==> src/rtl/apb_arbiter2_pkg.sv <==
// Shared definitions for the two-requester APB arbiter: default bus widths,
// FSM state encodings and small helpers used by the arbiter and its watchdog.
package apb_arbiter2_pkg;

  // Default shared-bus geometry
  localparam int unsigned ADDR_W_DEF = 5;
  localparam int unsigned DATA_W_DEF = 8;

  // Shared-bus transfer FSM encodings (kept as plain constants for legacy tools)
  typedef logic [1:0] state_t;
  localparam state_t ST_IDLE   = 2'd0;
  localparam state_t ST_SETUP  = 2'd1;
  localparam state_t ST_ACCESS = 2'd2;
  localparam state_t ST_RESP   = 2'd3;

  // Read value returned to a requester whose transfer was aborted (8-bit bus)
  localparam logic [7:0] ABORT_RDATA = 8'hFF;

  // Requester index to one-hot grant vector
  function automatic logic [1:0] id_onehot(input logic id);
    return id ? 2'b10 : 2'b01;
  endfunction

  // Round-robin pick between two eligible requesters.
  // With both eligible the one not served last wins; otherwise the sole one.
  function automatic logic rr_pick(input logic [1:0] elig, input logic last_id);
    return (elig == 2'b11) ? ~last_id : elig[1];
  endfunction

endpackage

==> src/rtl/apb_arbiter2_watchdog.sv <==
// ACCESS-phase stall watchdog. Counts consecutive stalled ACCESS cycles and flags
// expiry on the cycle that would make the count reach TIMEOUT, so the caller can
// abort at the end of exactly TIMEOUT stalled cycles. TIMEOUT of 0 disables it.
module apb_arbiter2_watchdog #(
  parameter int unsigned TIMEOUT   = 255,
  parameter int unsigned TIMEOUT_W = 8
) (
  input  logic CLK,
  input  logic RESETn,
  input  logic clear_i,   // restart count (entering ACCESS)
  input  logic stall_i,   // in ACCESS with PREADY low
  output logic expired_o  // this stalled cycle is the TIMEOUT-th one
);

  localparam bit Enabled = (TIMEOUT != 0);
  // Expiry is detected on the last stalled cycle, i.e. while the count is TIMEOUT-1
  localparam logic [TIMEOUT_W-1:0] Limit = (TIMEOUT == 0) ? '0 : TIMEOUT_W'(TIMEOUT - 1);

  logic [TIMEOUT_W-1:0] cnt_q, cnt_d;

  // Expiry flag and counter next-state
  always_comb begin
    expired_o = Enabled && stall_i && (cnt_q == Limit);
    cnt_d     = cnt_q;
    if (clear_i) begin
      cnt_d = '0;
    end else if (Enabled && stall_i && !expired_o) begin
      cnt_d = cnt_q + TIMEOUT_W'(1);
    end
  end

  // Stall counter register
  always_ff @(posedge CLK) begin
    if (!RESETn) begin
      cnt_q <= '0;
    end else begin
      cnt_q <= cnt_d;
    end
  end

endmodule

==> src/rtl/apb_arbiter2.sv <==
// Two-requester APB arbiter. Each requester transfer is re-timed onto one shared
// completer bus through IDLE -> SETUP -> ACCESS -> RESP. Round-robin between
// requesters, a per-requester lock that keeps the bus with its owner across
// transfers, and a watchdog that aborts transfers stalled on PREADY.
module apb_arbiter2
  import apb_arbiter2_pkg::*;
#(
  parameter int unsigned ADDR_W    = ADDR_W_DEF,
  parameter int unsigned DATA_W    = DATA_W_DEF,
  parameter int unsigned TIMEOUT   = 255,
  parameter int unsigned TIMEOUT_W = 8
) (
  input  logic              CLK,
  input  logic              RESETn,
  // Requester 0
  input  logic              m0_lock_i,
  input  logic              m0_PSEL_i,
  input  logic              m0_PENABLE_i,
  input  logic              m0_PWRITE_i,
  input  logic [ADDR_W-1:0] m0_PADDR_i,
  input  logic [DATA_W-1:0] m0_PWDATA_i,
  output logic [DATA_W-1:0] m0_PRDATA_o,
  output logic              m0_PREADY_o,
  // Requester 1
  input  logic              m1_lock_i,
  input  logic              m1_PSEL_i,
  input  logic              m1_PENABLE_i,
  input  logic              m1_PWRITE_i,
  input  logic [ADDR_W-1:0] m1_PADDR_i,
  input  logic [DATA_W-1:0] m1_PWDATA_i,
  output logic [DATA_W-1:0] m1_PRDATA_o,
  output logic              m1_PREADY_o,
  // Shared completer bus
  output logic              PSEL_o,
  output logic              PENABLE_o,
  output logic              PWRITE_o,
  output logic [ADDR_W-1:0] PADDR_o,
  output logic [DATA_W-1:0] PWDATA_o,
  input  logic [DATA_W-1:0] PRDATA_i,
  input  logic              PREADY_i,
  // Status
  output logic [1:0]        grant_o,
  output logic              timeout_err_o,
  input  logic              err_clear_i
);

  state_t            st_q, st_d;
  logic              psel_q, psel_d;
  logic              penable_q, penable_d;
  logic              pwrite_q, pwrite_d;
  logic [ADDR_W-1:0] paddr_q, paddr_d;
  logic [DATA_W-1:0] pwdata_q, pwdata_d;
  logic [DATA_W-1:0] rdata_q, rdata_d;
  logic              id_q, id_d;            // requester owning the current transfer
  logic              last_q, last_d;        // requester served most recently
  logic              lock_vld_q, lock_vld_d;
  logic              lock_id_q, lock_id_d;
  logic [1:0]        grant_q, grant_d;
  logic [1:0]        resp_q, resp_d;        // one-hot completion pulse
  logic              err_q, err_d;

  logic [1:0]        req;
  logic [1:0]        lock_in;
  logic [1:0]        elig;
  logic              owner_locked;
  logic              win_id;
  logic              err_set;
  logic              wd_clear;
  logic              wd_stall;
  logic              wd_expired;

  // PENABLE from the requesters carries no information the arbiter needs
  logic              unused_penable;
  assign unused_penable = m0_PENABLE_i ^ m1_PENABLE_i;

  // Eligibility: a locked owner masks out the other requester
  always_comb begin
    req          = {m1_PSEL_i, m0_PSEL_i};
    lock_in      = {m1_lock_i, m0_lock_i};
    owner_locked = lock_vld_q & lock_in[lock_id_q];
    elig         = owner_locked ? (req & id_onehot(lock_id_q)) : req;
    win_id       = rr_pick(elig, last_q);
  end

  assign wd_clear = (st_q == ST_SETUP);
  assign wd_stall = (st_q == ST_ACCESS) & ~PREADY_i;

  apb_arbiter2_watchdog #(
    .TIMEOUT   (TIMEOUT),
    .TIMEOUT_W (TIMEOUT_W)
  ) u_watchdog (
    .CLK       (CLK),
    .RESETn    (RESETn),
    .clear_i   (wd_clear),
    .stall_i   (wd_stall),
    .expired_o (wd_expired)
  );

  // Transfer FSM, arbitration, lock ownership and error flag next-state
  always_comb begin
    st_d       = st_q;
    psel_d     = psel_q;
    penable_d  = penable_q;
    pwrite_d   = pwrite_q;
    paddr_d    = paddr_q;
    pwdata_d   = pwdata_q;
    rdata_d    = rdata_q;
    id_d       = id_q;
    last_d     = last_q;
    lock_vld_d = lock_vld_q;
    lock_id_d  = lock_id_q;
    grant_d    = grant_q;
    resp_d     = 2'b00;
    err_set    = 1'b0;

    unique case (st_q)
      ST_IDLE: begin
        // Ownership lapses in the first IDLE cycle where the owner's lock is low
        lock_vld_d = owner_locked;
        grant_d    = owner_locked ? id_onehot(lock_id_q) : 2'b00;
        if (elig != 2'b00) begin
          id_d      = win_id;
          last_d    = win_id;
          grant_d   = id_onehot(win_id);
          pwrite_d  = win_id ? m1_PWRITE_i : m0_PWRITE_i;
          paddr_d   = win_id ? m1_PADDR_i  : m0_PADDR_i;
          pwdata_d  = win_id ? m1_PWDATA_i : m0_PWDATA_i;
          psel_d    = 1'b1;
          penable_d = 1'b0;
          st_d      = ST_SETUP;
        end
      end
      ST_SETUP: begin
        penable_d = 1'b1;
        st_d      = ST_ACCESS;
      end
      ST_ACCESS: begin
        if (PREADY_i) begin
          rdata_d   = PRDATA_i;
          psel_d    = 1'b0;
          penable_d = 1'b0;
          resp_d    = id_onehot(id_q);
          st_d      = ST_RESP;
        end else if (wd_expired) begin
          // Abort: release the bus and hand the requester an all-ones read value
          rdata_d   = (DATA_W == 8) ? DATA_W'(ABORT_RDATA) : '1;
          psel_d    = 1'b0;
          penable_d = 1'b0;
          resp_d    = id_onehot(id_q);
          err_set   = 1'b1;
          st_d      = ST_RESP;
        end
      end
      ST_RESP: begin
        // A transfer made with lock high makes its requester the owner
        if (lock_in[id_q]) begin
          lock_vld_d = 1'b1;
          lock_id_d  = id_q;
        end else if (!lock_vld_q) begin
          grant_d = 2'b00;
        end
        st_d = ST_IDLE;
      end
      default: st_d = ST_IDLE;
    endcase

    // A new abort outranks a same-cycle clear
    if (err_set) begin
      err_d = 1'b1;
    end else if (err_clear_i) begin
      err_d = 1'b0;
    end else begin
      err_d = err_q;
    end
  end

  // State registers; reset favours m0 by marking m1 as last served
  always_ff @(posedge CLK) begin
    if (!RESETn) begin
      st_q       <= ST_IDLE;
      psel_q     <= 1'b0;
      penable_q  <= 1'b0;
      pwrite_q   <= 1'b0;
      paddr_q    <= '0;
      pwdata_q   <= '0;
      rdata_q    <= '0;
      id_q       <= 1'b0;
      last_q     <= 1'b1;
      lock_vld_q <= 1'b0;
      lock_id_q  <= 1'b0;
      grant_q    <= 2'b00;
      resp_q     <= 2'b00;
      err_q      <= 1'b0;
    end else begin
      st_q       <= st_d;
      psel_q     <= psel_d;
      penable_q  <= penable_d;
      pwrite_q   <= pwrite_d;
      paddr_q    <= paddr_d;
      pwdata_q   <= pwdata_d;
      rdata_q    <= rdata_d;
      id_q       <= id_d;
      last_q     <= last_d;
      lock_vld_q <= lock_vld_d;
      lock_id_q  <= lock_id_d;
      grant_q    <= grant_d;
      resp_q     <= resp_d;
      err_q      <= err_d;
    end
  end

  // Shared bus driven straight from registers: no combinational path from requesters
  assign PSEL_o        = psel_q;
  assign PENABLE_o     = penable_q;
  assign PWRITE_o      = pwrite_q;
  assign PADDR_o       = paddr_q;
  assign PWDATA_o      = pwdata_q;
  assign grant_o       = grant_q;
  assign timeout_err_o = err_q;

  // Read data only presented alongside the owning requester's pulse
  assign m0_PREADY_o = resp_q[0];
  assign m1_PREADY_o = resp_q[1];
  assign m0_PRDATA_o = resp_q[0] ? rdata_q : '0;
  assign m1_PRDATA_o = resp_q[1] ? rdata_q : '0;

endmodule

==> config.mk <==
export PLATFORM = sky130hd
export DESIGN_NAME = apb_arbiter2
export DESIGN_NICKNAME = d
export VERILOG_FILES = /design/src/rtl/apb_arbiter2_pkg.sv /design/src/rtl/apb_arbiter2_watchdog.sv /design/src/rtl/apb_arbiter2.sv
export SDC_FILE = /design/constraint.sdc
export NUM_CORES = 1
export LEC_CHECK = 0
export BUFFER_PORTS_ARGS = -buffer_cell sky130_fd_sc_hd__buf_2
export CORE_UTILIZATION = 30
export CTS_BUF_LIST = sky130_fd_sc_hd__clkbuf_4 sky130_fd_sc_hd__clkbuf_8
export CTS_CLUSTER_DIAMETER = 40
export DETAILED_ROUTE_END_ITERATION = 10
export PLACE_DENSITY_LB_ADDON = 0.15
export SYNTH_ARGS = -nofsm -noshare
export SYNTH_HDL_FRONTEND = slang
export SYNTH_SLANG_ARGS = --single-unit
export TNS_END_PERCENT = 50
==> constraint.sdc <==
create_clock -name CLK -period 5.02 [get_ports CLK]
set_input_delay 0.251 -clock CLK [delete_from_list [all_inputs] [get_ports CLK]]
set_output_delay 0.251 -clock CLK [all_outputs]
set_load 0.005 [all_outputs]
==> flow_summary_export.csv <==
group,metric,value,unit
global_route,grt_usage,0.129,
die,start_util,0.312,
final_layout,drive_gt1_frac,0.340,
cts,h-tree-depth,2,
die,ios,83,
timing,clock_skew,0.00561,ns
die,rows,30,
final_layout,antenna_cells,0,
synthesis,ys_warn_count,0,
global_route,grt_pass1_vias,1709,
cts,numCtsBuffers,5,
pwr,irDropWorstVdd,0.140,mV
cts,cts_tree,"built",
place,dp_cells,403,
place,hpwl,3.39,mm
die,coreArea,6790,sq um
synthesis,syn_nets,290,
worst_setup_path,critPathKind,"register to register",
global_route,grt_max_degree,40,
detailed_routing,route.vias.total,1923,
timing,max_freq,0.549,GHz
detailed_routing,wl,4.82,mm
pwr,power.switching,0.351,mW
die,die_h,86.1,microns
pwr,p_per_area,418,nW/um^2
worst_hold_path,min-delay-path-class,"input pin to register",
detailed_routing,ant_nets,0,
pwr,leakagePower,1.24,nW
detailed_routing,vias_per_cell,4.68,
timing,fin_hold_ws,0.206,ns
cts,clockBufferDepth,2,
worst_setup_path,cp-start-kind,"register",
timing,min_period_over_period,0.363,
run_status,status,"complete, no violations",
global_route,grt_antenna_before_repair,0,
timing,fin_setup_tns,0,ns
pwr,pwr-share-clk,0.288,
global_route,grt_pass1_wl,7.72,mm
pwr,swShare,0.308,
synthesis,synthFlopType,"dfxtp_1",
pwr,combPwrFrac,0.294,
worst_setup_path,worstPathRequired,5.20,ns
timing,fin_crit,1.82,ns
cts,hold_buffers,0,
cts,cts_sinks,43,
pwr,sequentialPowerShare,0.418,
die,die_area,7410,sq um
worst_setup_path,worstSetupEndpointType,"register",
cts,clk_latency,0.29,ns
timing,finalSetupViolCount,0,
final_layout,syn2layout_area_growth,28.7,%
detailed_routing,drt_first_iter_violations,39,
synthesis,yosys.cell_types.count,47,
detailed_routing,drt_pass1_iterations,4,
detailed_routing,post_drt_wl_per_cell,11.7,microns
timing,slew_viol_final,0,
final_layout,final_util,0.401,
detailed_routing,route.detailed.drc,0,
cts,postCtsSetupBuffers,0,
synthesis,synth_edf_count,0,
synthesis,ys_ff_latch,43,
cts,ctsResizeCount,0,
run,cap_violations,0,
global_route,overflow,0,
final_layout,nets,367,
final_layout,fin_cells,411,
place,gp_congestion,0.735,
synthesis,synth_async_sr_flop_share,0,
timing,rsz0062_at_grt,"false",
pwr,internal-power,0.789,mW
worst_setup_path,path_max_fanout,7,
timing,hold_viol_final,0,
timing,worstMarginPinSlew,0.640,ns
synthesis,netlist_area,2120,sq um
synthesis,synth_area_per_cell,8.94,sq um
timing,relSlewSlack,0.573,
worst_setup_path,critical_path_arrival,2.00,ns
place,portBuffers,80,
die,die_x,86.1,microns
synthesis,ys_seq_area_frac,0.406,
cts,clock-root-buffer,"clkbuf_8",
synthesis,synthCells,237,
cts,clk_transition_reported_paths,0.09,ns
==> per-layer routing <==
layer | vias to the layer above | share of wire | track usage
met5 | - | 0 | 0
met2 | 76 | 0.44 | 0.219
met1 | 848 | 0.49 | 0.165
met3 | 4 | 0.063 | 0.0327
li1 | 995 | - | -
met4 | 0 | 0.0064 | 0.0273
==> area by class of cell <==
type	instances	area [sq um]
Tap cell	96	120
Inverter	4	15.0
Timing Repair Buffer	82	415
Sequential cell	43	861
Clock inverter	2	60.1
Clock buffer	6	76.3
Multi-Input combinational cell	178	1180
Fill cell	702	4070
==> stage by stage <==
stage	power [mW]	area, sq um	worst slack, ns
2_1_floorplan	0.705	2120	3.39
4_1_cts	1.16	2730	3.19
3_3_place_gp	0.820	2590	3.24
5_1_grt	1.22	2730	2.98
6_report	1.14	2730	3.20
3_5_place_dp	0.825	2590	3.21
==> critical path, cell delays in order (launching register included) <==
cell and delay (ns):
dfxtp_1 0.37, inv_1 0.10, ha_1 0.27, nand3b_1 0.19, a2111oi_0 0.54, xnor2_1 0.18, nor2_1 0.05
==> cells by family after synthesis <==
| kind of cell | after synthesis | share of synthesized area |
|---|---|---|
| and+or+nand+nor | 98 | 0.250 |
| xor gates and xnor gates | 7 | 0.0289 |
| AOI/OAI and AO/OA | 62 | 0.217 |
| adders and majority gates | 7 | 0.0413 |
| DFF | 43 | 0.406 |
| muxes | 4 | 0.0195 |
| buffers and inverters | 16 | 0.0372 |
==> path summary, 6_finish.rpt <==
check	from	end	slack, ns	depth (start not counted)
max reg2reg	st_q[0]	u_watchdog.cnt_q[5]	3.20	6
min	m1_PWDATA_i[2]	PWDATA_o[2]	0.21	3
min reg2reg	PSEL_o	PSEL_o	0.46	2
max	st_q[0]	u_watchdog.cnt_q[5]	3.20	6
==> synthesized netlist by cell type (2+ instances only) <==
cell	number	area, sq um
dfxtp_1	43	861
nand2_1	41	154
and2_1	20	125
a31oi_1	14	87.6
o21ai_0	14	70.1
nor2_1	11	41.3
o221a_2	10	113
ha_1	7	87.6
clkbuf_1	4	15.0
inv_1	4	15.0
o21ai_1	4	20.0
xnor2_1	4	35.0
a22oi_1	3	22.5
and3_1	3	18.8
buf_2	3	15.0
mux2i_1	3	30.0
nand2b_1	3	18.8
nand3_1	3	15.0
nand3b_1	3	22.5
nand4_1	3	18.8
o21a_1	3	22.5
xor2_1	3	26.3
a211oi_1	2	15.0
a21boi_0	2	15.0
buf_1	2	7.51
buf_4	2	15.0
nor2b_1	2	12.5
o211ai_1	2	15.0
==> sequential cells by signal, summed over array words and instances (netlist names), 2 cells and up <==
signal / cells
grant_o: 2
resp_q: 2
rdata_q: 8
PADDR_o: 5
PWDATA_o: 8
st_q: 2
u_watchdog.cnt_q: 8
==> cells in the final DEF, fill, tap and decap left out, drive strengths merged, types with 2 or more instances in the layout <==
cell type,netlist,layout
and2,20,20
inv,4,4
xor2,3,3
and3,3,3
nand3,3,3
a21boi,3,3
buf,8,82
o211ai,2,2
nand2b,3,3
a31oi,14,14
o21ai,18,18
mux2i,3,3
dfxtp,43,43
nand4,3,3
xnor2,4,4
a211oi,2,2
o21a,3,3
and2b,2,2
nand2,41,41
bufinv,0,2
nand3b,3,3
nor2,11,11
clkbuf,4,6
nor2b,2,2
ha,7,7
o221a,10,10
a22oi,3,3
==> power by group through the flow <==
stage	combinational, mW	sequential [mW]	clock, mW
after detailed placement	0.343	0.482	0
after floorplan	0.223	0.482	0
after global placement	0.340	0.480	0
after global routing	0.381	0.487	0.350
final	0.336	0.476	0.328
after CTS	0.343	0.476	0.339
(Power assumes the default switching activity.)
